==> src/rtl/mem_arbiter_if.sv <==
// Bundle of the fetch port, MEM-stage data port and external memory bus around mem_arbiter.
// Optional macro ARB_TIMEOUT_EN adds the sticky bus_err signal.
interface mem_arbiter_if #(
   parameter int ADDR_W = 32,
   parameter int DATA_W = 32
);
   logic              inst_req;
   logic [ADDR_W-1:0] inst_addr;
   logic [DATA_W-1:0] inst_rdata;
   logic              inst_stall;
   logic              data_req;
   logic              data_we;
   logic [ADDR_W-1:0] data_addr;
   logic [DATA_W-1:0] data_wdata;
   logic [DATA_W-1:0] data_rdata;
   logic              data_stall;
   logic              stall_all;
   logic              mem_req;
   logic              mem_we;
   logic [ADDR_W-1:0] mem_addr;
   logic [DATA_W-1:0] mem_wdata;
   logic [DATA_W-1:0] mem_rdata;
   logic              mem_ready;
`ifdef ARB_TIMEOUT_EN
   logic              bus_err;
`endif

   // Arbiter side
   modport slave (
      input  inst_req, inst_addr, data_req, data_we, data_addr, data_wdata,
      input  mem_rdata, mem_ready,
      output inst_rdata, inst_stall, data_rdata, data_stall, stall_all,
      output mem_req, mem_we, mem_addr, mem_wdata
`ifdef ARB_TIMEOUT_EN
      , output bus_err
`endif
   );

   // Core + memory side
   modport master (
      output inst_req, inst_addr, data_req, data_we, data_addr, data_wdata,
      output mem_rdata, mem_ready,
      input  inst_rdata, inst_stall, data_rdata, data_stall, stall_all,
      input  mem_req, mem_we, mem_addr, mem_wdata
`ifdef ARB_TIMEOUT_EN
      , input bus_err
`endif
   );
endinterface

==> src/rtl/mem_arbiter.sv <==
// Serialises fetch and data accesses onto one single-port memory, data first, with pipeline stalls.
// Optional macro ARB_TIMEOUT_EN adds a BUSY watchdog that aborts with 32'hDEADBEEF and sets bus_err.
module mem_arbiter #(
   parameter int ADDR_W  = 32,
   parameter int DATA_W  = 32,
   parameter int TIMEOUT = 255
) (
   input  logic          clk,
   input  logic          rst,
   mem_arbiter_if.slave  bus
);

   typedef enum logic [1:0] {IDLE, BUSY_D, BUSY_I} state_e;

   if (TIMEOUT < 1) begin : g_bad_timeout
      $error("mem_arbiter: TIMEOUT must be at least 1");
   end

   state_e            state_q, state_d;
   logic              mem_req_q, mem_req_d;
   logic              mem_we_q, mem_we_d;
   logic [ADDR_W-1:0] mem_addr_q, mem_addr_d;
   logic [DATA_W-1:0] mem_wdata_q, mem_wdata_d;
   logic [DATA_W-1:0] inst_rdata_q, inst_rdata_d;
   logic [DATA_W-1:0] data_rdata_q, data_rdata_d;
   logic              inst_hit_q, inst_hit_d;
   logic              data_hit_q, data_hit_d;
   logic              inst_stall, data_stall, stall_all;
   logic              inst_set, data_set;
   logic              busy, abort, finish;

   assign inst_stall = bus.inst_req & ~inst_hit_q;
   assign data_stall = bus.data_req & ~data_hit_q;
   assign stall_all  = inst_stall | data_stall;
   assign busy       = (state_q != IDLE);

`ifdef ARB_TIMEOUT_EN
   localparam int CNT_W = ($clog2(TIMEOUT + 1) > 8) ? $clog2(TIMEOUT + 1) : 8;
   logic [CNT_W-1:0] tmo_cnt_q, tmo_cnt_d;
   logic             bus_err_q, bus_err_d;

   // The abort edge is the one that would bring the count up to TIMEOUT.
   assign abort = busy & ~bus.mem_ready & (tmo_cnt_q == CNT_W'(TIMEOUT - 1));

   always_comb begin
      tmo_cnt_d = tmo_cnt_q;
      bus_err_d = bus_err_q | abort;
      if (!busy) begin
         tmo_cnt_d = '0;
      end else if (!bus.mem_ready) begin
         tmo_cnt_d = tmo_cnt_q + 1'b1;
      end
   end

   always_ff @(posedge clk) begin
      if (rst) begin
         tmo_cnt_q <= '0;
         bus_err_q <= 1'b0;
      end else begin
         tmo_cnt_q <= tmo_cnt_d;
         bus_err_q <= bus_err_d;
      end
   end

   assign bus.bus_err = bus_err_q;
`else
   assign abort = 1'b0;
`endif

   assign finish = busy & (bus.mem_ready | abort);

   // State register
   always_ff @(posedge clk) begin
      if (rst) begin
         state_q <= IDLE;
      end else begin
         state_q <= state_d;
      end
   end

   // Next-state logic
   always_comb begin
      state_d = state_q;
      case (state_q)
         IDLE: begin
            if (data_stall) begin
               state_d = BUSY_D;
            end else if (inst_stall) begin
               state_d = BUSY_I;
            end
         end
         BUSY_D, BUSY_I: begin
            if (finish) begin
               state_d = IDLE;
            end
         end
         default: state_d = IDLE;
      endcase
   end

   // Output / datapath logic
   always_comb begin
      mem_req_d    = mem_req_q;
      mem_we_d     = mem_we_q;
      mem_addr_d   = mem_addr_q;
      mem_wdata_d  = mem_wdata_q;
      inst_rdata_d = inst_rdata_q;
      data_rdata_d = data_rdata_q;
      inst_set     = 1'b0;
      data_set     = 1'b0;
      case (state_q)
         IDLE: begin
            if (data_stall) begin
               mem_req_d   = 1'b1;
               mem_we_d    = bus.data_we;
               mem_addr_d  = bus.data_addr;
               mem_wdata_d = bus.data_wdata;
            end else if (inst_stall) begin
               mem_req_d  = 1'b1;
               mem_we_d   = 1'b0;
               mem_addr_d = bus.inst_addr;
            end
         end
         BUSY_D: begin
            if (finish) begin
               if (abort) begin
                  data_rdata_d = DATA_W'(32'hDEADBEEF);
               end else if (!mem_we_q) begin
                  data_rdata_d = bus.mem_rdata;
               end
               data_set  = 1'b1;
               mem_req_d = 1'b0;
               mem_we_d  = 1'b0;
            end
         end
         BUSY_I: begin
            if (finish) begin
               inst_rdata_d = abort ? DATA_W'(32'hDEADBEEF) : bus.mem_rdata;
               inst_set     = 1'b1;
               mem_req_d    = 1'b0;
               mem_we_d     = 1'b0;
            end
         end
         default: ;
      endcase
      // A pipeline advance clears both hits and takes precedence over a set.
      inst_hit_d = stall_all ? (inst_hit_q | inst_set) : 1'b0;
      data_hit_d = stall_all ? (data_hit_q | data_set) : 1'b0;
   end

   always_ff @(posedge clk) begin
      if (rst) begin
         mem_req_q    <= 1'b0;
         mem_we_q     <= 1'b0;
         mem_addr_q   <= '0;
         mem_wdata_q  <= '0;
         inst_rdata_q <= '0;
         data_rdata_q <= '0;
         inst_hit_q   <= 1'b0;
         data_hit_q   <= 1'b0;
      end else begin
         mem_req_q    <= mem_req_d;
         mem_we_q     <= mem_we_d;
         mem_addr_q   <= mem_addr_d;
         mem_wdata_q  <= mem_wdata_d;
         inst_rdata_q <= inst_rdata_d;
         data_rdata_q <= data_rdata_d;
         inst_hit_q   <= inst_hit_d;
         data_hit_q   <= data_hit_d;
      end
   end

   assign bus.inst_stall = inst_stall;
   assign bus.data_stall = data_stall;
   assign bus.stall_all  = stall_all;
   assign bus.inst_rdata = inst_rdata_q;
   assign bus.data_rdata = data_rdata_q;
   assign bus.mem_req    = mem_req_q;
   assign bus.mem_we     = mem_we_q;
   assign bus.mem_addr   = mem_addr_q;
   assign bus.mem_wdata  = mem_wdata_q;

endmodule

==> src/flat_wrapper.sv <==
// flat-port wrapper written by rule: the top's interface ports become plain ports
module mem_arbiter_flat 
#(
   parameter int ADDR_W  = 32,
   parameter int DATA_W  = 32,
   parameter int TIMEOUT = 255
)
  (clk, rst, bus_inst_req, bus_inst_addr, bus_data_req, bus_data_we, bus_data_addr, bus_data_wdata, bus_mem_rdata, bus_mem_ready, bus_inst_rdata, bus_inst_stall, bus_data_rdata, bus_data_stall, bus_stall_all, bus_mem_req, bus_mem_we, bus_mem_addr, bus_mem_wdata);
  mem_arbiter_if #(.ADDR_W(ADDR_W), .DATA_W(DATA_W)) bus_i ();
  input  logic clk;
  input  logic rst;
  input wire logic [$bits(bus_i.inst_req)-1:0] bus_inst_req;
  input wire logic [$bits(bus_i.inst_addr)-1:0] bus_inst_addr;
  input wire logic [$bits(bus_i.data_req)-1:0] bus_data_req;
  input wire logic [$bits(bus_i.data_we)-1:0] bus_data_we;
  input wire logic [$bits(bus_i.data_addr)-1:0] bus_data_addr;
  input wire logic [$bits(bus_i.data_wdata)-1:0] bus_data_wdata;
  input wire logic [$bits(bus_i.mem_rdata)-1:0] bus_mem_rdata;
  input wire logic [$bits(bus_i.mem_ready)-1:0] bus_mem_ready;
  output wire logic [$bits(bus_i.inst_rdata)-1:0] bus_inst_rdata;
  output wire logic [$bits(bus_i.inst_stall)-1:0] bus_inst_stall;
  output wire logic [$bits(bus_i.data_rdata)-1:0] bus_data_rdata;
  output wire logic [$bits(bus_i.data_stall)-1:0] bus_data_stall;
  output wire logic [$bits(bus_i.stall_all)-1:0] bus_stall_all;
  output wire logic [$bits(bus_i.mem_req)-1:0] bus_mem_req;
  output wire logic [$bits(bus_i.mem_we)-1:0] bus_mem_we;
  output wire logic [$bits(bus_i.mem_addr)-1:0] bus_mem_addr;
  output wire logic [$bits(bus_i.mem_wdata)-1:0] bus_mem_wdata;
  assign bus_i.inst_req = bus_inst_req;
  assign bus_i.inst_addr = bus_inst_addr;
  assign bus_i.data_req = bus_data_req;
  assign bus_i.data_we = bus_data_we;
  assign bus_i.data_addr = bus_data_addr;
  assign bus_i.data_wdata = bus_data_wdata;
  assign bus_i.mem_rdata = bus_mem_rdata;
  assign bus_i.mem_ready = bus_mem_ready;
  assign bus_inst_rdata = bus_i.inst_rdata;
  assign bus_inst_stall = bus_i.inst_stall;
  assign bus_data_rdata = bus_i.data_rdata;
  assign bus_data_stall = bus_i.data_stall;
  assign bus_stall_all = bus_i.stall_all;
  assign bus_mem_req = bus_i.mem_req;
  assign bus_mem_we = bus_i.mem_we;
  assign bus_mem_addr = bus_i.mem_addr;
  assign bus_mem_wdata = bus_i.mem_wdata;
  mem_arbiter #(.ADDR_W(ADDR_W), .DATA_W(DATA_W), .TIMEOUT(TIMEOUT)) u_core (.clk(clk), .rst(rst), .bus(bus_i));
endmodule
==> config.mk <==
export PLATFORM = sky130hd
export DESIGN_NAME = mem_arbiter_flat
export DESIGN_NICKNAME = d
export VERILOG_FILES = /design/src/rtl/mem_arbiter_if.sv /design/src/rtl/mem_arbiter.sv /design/src/flat_wrapper.sv
export SDC_FILE = /design/constraint.sdc
export NUM_CORES = 1
export LEC_CHECK = 0
export BUFFER_PORTS_ARGS = -buffer_cell sky130_fd_sc_hd__buf_4
export CORE_ASPECT_RATIO = 0.75
export CORE_MARGIN = 10
export CORE_UTILIZATION = 45
export CTS_BUF_LIST = sky130_fd_sc_hd__clkbuf_2 sky130_fd_sc_hd__clkbuf_4 sky130_fd_sc_hd__clkbuf_8
export DETAILED_ROUTE_END_ITERATION = 12
export PLACE_DENSITY = 0.81
export SYNTH_ARGS = -nofsm -noshare
export SYNTH_HDL_FRONTEND = slang
export SYNTH_SLANG_ARGS = --single-unit
==> constraint.sdc <==
create_clock -name clk -period 2 [get_ports clk]
set_input_delay 0.2 -clock clk [delete_from_list [all_inputs] [get_ports clk]]
set_output_delay 0.2 -clock clk [all_outputs]
set_load 0.01 [all_outputs]
Word level (Yosys, flattened, before mapping):

Index checks and enable logic that the tools add are counted.

* mux-type cells: 16
* reductions and logical operators: 12
* bitwise gates (word level): 10
* equal/unequal tests: 4

Operators by type and width (number)
* $mux 32: 2
* $mux 1: 8
* $reduce_and 2->1: 4
* $mux 2: 3
* $reduce_and 3->1: 2
* $reduce_bool 2->1: 3
* $not 1->1: 4
* $pmux 1 s2: 2
* $pmux 2 s2: 1
* $reduce_or 2->1: 2
* $and 1x1->1: 3
* $ne 3x1->1 const B: 1
* $or 1x1->1: 3
* $eq 2x1->1 const B: 1
* $eq 2x2->1 const B: 1
* $logic_not 2->1: 1
* $ne 2x1->1 const B: 1

* input bits: 134
* bits in registers: 134
* word-level logic and storage cells: 51
* output and inout port bits: 133

Longest topological paths before layout:

* depth after elaboration: 5
* mapped depth: 8
* depth with buffers taken out: 6

Worst setup path after synthesis:

OpenSTA, ideal clock, no wires.

* path kind: register to register
* start point: reg u_core.state_q[0]
* end point: reg u_core.data_rdata_q[0], in the netlist u_core.bus.data_rdata[0]
* data required time: 1930 ps
* path buffers: 1
* clock period less this slack: 1519 ps
* cell stages (with the launch flop): 8
* data arrival time: 1449 ps
* setup time: 70 ps
* slack: 481 ps
* path through: dfxtp_1 inv_1 ha_1 nand2b_4 nor3b_2 buf_2 nand2_1 a21oi_1

* cells in the longest elaborated chain, start to end: 3
* elaborated cells on any way between the ends: 4
* classes of those cells: eq/ne (1); bitwise (1); reduce/logical (2)

RTL lines
* start, declared: RTL line mem_arbiter.sv:19 `state_e state_q, state_d;`
* start signal, assigned: RTL line mem_arbiter.sv:77 `state_q <= state_d;`
* $reduce_bool 2->1: RTL line mem_arbiter.sv:35 `assign busy = (state_q != IDLE);`
* $and 1x1->1: RTL line mem_arbiter.sv:70 `assign finish = busy & (bus.mem_ready | abort);`
* $reduce_and 3->1 (no source line) (*)
* end signal, assigned: RTL line mem_arbiter.sv:167 `data_rdata_q <= data_rdata_d;`
* end, declared: RTL line mem_arbiter.sv:25 `logic [DATA_W-1:0] data_rdata_q, data_rdata_d;`

Every way passes the cells marked *; elsewhere a longest branch is shown, timed or not.
A chain may end at the register's enable or synchronous reset.

Worst setup path after layout:

* start point: reg u_core.state_q[0]
* end point: reg u_core.mem_addr_q[29], in the netlist u_core.bus.mem_addr[29]

* cells in the longest elaborated chain, start to end: 2

RTL lines
* $logic_not 2->1: RTL line mem_arbiter.sv:111 `case (state_q)`
* $reduce_and 2->1 (no source line)
* end signal, assigned: RTL line mem_arbiter.sv:164 `mem_addr_q <= mem_addr_d;`
* end, declared: RTL line mem_arbiter.sv:22 `logic [ADDR_W-1:0] mem_addr_q, mem_addr_d;`

Every way passes these cells.

==> results.json <==
{
  "setup_ws_ns": 0.173,
  "setup_tns_ns": 0,
  "dr.pass1.iters": 5,
  "required_ns": 2.34,
  "multi_input_area_um2": 2280,
  "grt_pass1_vias": 5613,
  "num_vias": 5592,
  "design_area_um2": 8310,
  "critPathCaptureType": "flip-flop",
  "cts_tree": "done",
  "yosysWarningCount": 0,
  "power_density_nw_per_um2": 926,
  "synthArstFlopShare_pct": 0,
  "synth_area_leaders": "dfxtp_1, nand2_1, a21oi_1, a311oi_2, nor2_1",
  "initial_core_util_pct": 45.6,
  "wirelength_um": 19400,
  "cellLeakagePower_nw": 3.63,
  "antenna_found_initial": 0,
  "rrSetupSlack_ns": 0.17,
  "diodes": 0,
  "clkTransAtPathRegs_ns": 0.08,
  "netlist_instances": 641,
  "clk_latency_ns": 0.44,
  "netlist_area_um2": 5240,
  "rr_startpoint": "u_core.state_q[0]",
  "layout.cells.non_filler": 1101,
  "die_w_um": 145,
  "pre_cts_ws_ns": 0.282,
  "yosysMostFrequentCell": "nand2_1",
  "dp.cells": 1015,
  "gr-usage-met3_pct": 11.8,
  "peakVddDrop_mv": 0.844,
  "dieHeight_um": 113,
  "avgSynthCellArea_um2": 8.18,
  "cts_buffer_depth": 2,
  "use_met2_pct": 38.0,
  "dr.first_iter.drc_count": 289,
  "placed_area_um2": 7320,
  "synth_edf_count": 0,
  "drive_gt1_share_pct": 36.4,
  "cp.arrival_ns": 2.16,
  "hpwl_um": 13000,
  "grt.busiest_layer": "met2",
  "drc_errors": 0,
  "yosysSeqAreaShare_pct": 51.2,
  "fin_crit_sh_pct": 91.3,
  "setup_violations": 0,
  "numCtsBuffers": 17,
  "grt_overflow_total": 0,
  "nNetsFinal": 1082,
  "areaGrowthSynthToFinish_pct": 58.5,
  "relSlewSlack_pct": 72.1,
  "grt_max_degree": 65,
  "htreeDepth": 4,
  "rows": 34,
  "setup.worst_path.class": "reg2reg",
  "crit_path_start": "u_core.state_q[0]",
  "slew_viol_final": 0,
  "grt_usage_pct": 22.5,
  "cp-endpoint": "u_core.bus.mem_addr[29]",
  "met1_usage_pct": 23.6,
  "io_buffers": 266,
  "synth.top_cell.area_share_pct": 51.2,
  "cap_viol_max_count": 0,
  "path_max_fanout": 64,
  "r2r_end": "u_core.bus.mem_addr[29]",
  "fin_skew_ns": 0.00987,
  "ant_nets": 0,
  "outcome": "complete, no violations",
  "avgRoutedWirePerCell_um": 17.6,
  "grt_pass1_wl_um": 29400,
  "rsz0062_at_grt": "no",
  "worstHoldPathType": "in2reg",
  "place.gp.congestion": 0.811,
  "via_per_inst": 5.08,
  "ys_ff_latch": 134,
  "fmax_mhz": 547,
  "startpoint_type": "flip-flop",
  "final-seq-area_um2": 2680,
  "nFillCells": 842,
  "core_um2": 11500,
  "synth_area_leader_cell": "dfxtp_1",
  "finalCriticalPeriod_ns": 1.83,
  "synth-main-ff-cell": "dfxtp_1",
  "worst_pin_slew_ns": 0.418,
  "hold_violations": 0,
  "cts-root-buf": "clkbuf_8",
  "ys_top_cells_by_count": "nand2_1, dfxtp_1, a21oi_1, nor2_1, a311oi_2",
  "ys_types": 27,
  "dieArea_um2": 16400,
  "power.total_w": 0.00769,
  "syn-num-nets": 779,
  "cts.sinks": 134,
  "pin_count": 267,
  "r2r_cells": 6
}
[power by group]
group	switching [W]	internal, W	leakage (nW)
Sequential	0.000164	0.00295	1.09
Clock	0.00112	0.00144	0.220
Combinational	0.00106	0.000955	2.32
Total	0.00234	0.00535	3.63
[critical path, stage by stage (launching register included)]
cell and delay (ns):
dfxtp_1 0.35, inv_1 0.09, ha_1 0.27, a21boi_4 0.24, buf_12 0.31, nor2_1 0.13, a311oi_2 0.30
[logic make-up (layout without fill, tap and decap cells)]
family	Yosys count	in the layout	synth area share, %
and+or+nand+nor	309	309	23.2
AOI/OAI and AO/OA	139	139	19.2
DFF	134	134	51.2
buffers and inverters	55	371	5.51
adders and majority gates	4	4	0.955
[layout by cell type, fill, tap and decap left out, drive strengths merged, types with 2 or more instances in the layout]
| cell type | n |
|---|---|
| ha | 4 |
| o31ai | 2 |
| clkinvlp | 3 |
| dfxtp | 134 |
| nand2 | 261 |
| bufinv | 4 |
| nor2 | 35 |
| nor3 | 2 |
| a311oi | 32 |
| clkinv | 3 |
| clkbuf | 19 |
| a21oi | 102 |
| inv | 9 |
| nand2b | 3 |
| and2 | 2 |
| dlygate4sd3 | 51 |
| buf | 282 |
[through the flow]
| step | hold slack [ns] | util (%) |
|---|---|---|
| 6_report | 0.0198 | 72.3 |
| 5_1_grt | 0.00103 | 72.3 |
| 4_1_cts | 0.0000378 | 72.0 |
| 3_5_place_dp | 0.447 | 63.7 |
| 3_3_place_gp | 0.442 | 63.7 |
| 2_1_floorplan | 0.336 | - |
[how the worst min path moves through the flow]
stage	slack (ns)	endpoint	cells past startpoint	from
2_1_floorplan	0.34	u_core.bus.data_rdata[0]	2	bus_mem_rdata[0]
4_1_cts	0.00004	u_core.bus.inst_rdata[17]	3	bus_mem_rdata[17]
6_report	0.02	u_core.bus.inst_rdata[17]	3	bus_mem_rdata[17]
3_3_place_gp	0.44	u_core.bus.mem_wdata[18]	2	u_core.bus.mem_wdata[18]
5_1_grt	0.001	u_core.bus.mem_wdata[14]	3	bus_data_wdata[14]
3_5_place_dp	0.45	u_core.bus.mem_wdata[1]	2	u_core.bus.mem_wdata[1]
[sequential cells by signal, indices dropped and copies added, names as in the netlist]
register	count
u_core.bus.mem_req	1
u_core.bus.inst_rdata	32
u_core.inst_hit_q	1
u_core.bus.mem_we	1
u_core.bus.mem_wdata	32
u_core.data_hit_q	1
u_core.bus.mem_addr	32
u_core.bus.data_rdata	32
u_core.state_q	2
[per-layer routing]
layer | share of wire [%] | wire, µm
met4 | 2.3 | 448
met3 | 12 | 2380
met2 | 49 | 9470
met1 | 37 | 7080
met5 | 0 | 0
[cell type report]
class / instances / share of cell area, %
Clock buffer: 19 / 3.15
Clock inverter: 13 / 2.35
Inverter: 6 / 0.301
Multi-Input combinational cell: 452 / 27.5
Sequential cell: 134 / 32.3
Tap cell: 144 / 2.17
Timing Repair Buffer: 333 / 32.2
[repair_timing]
action / CTS / global route
hold endpoints to repair: 59 / 1
hold buffers: 50 / 1
setup buffers: 0 / 3
resized for setup: 0 / 0
endpoints found under the setup margin: 0 / 1
Note: power is estimated with default switching activity, not from simulation.
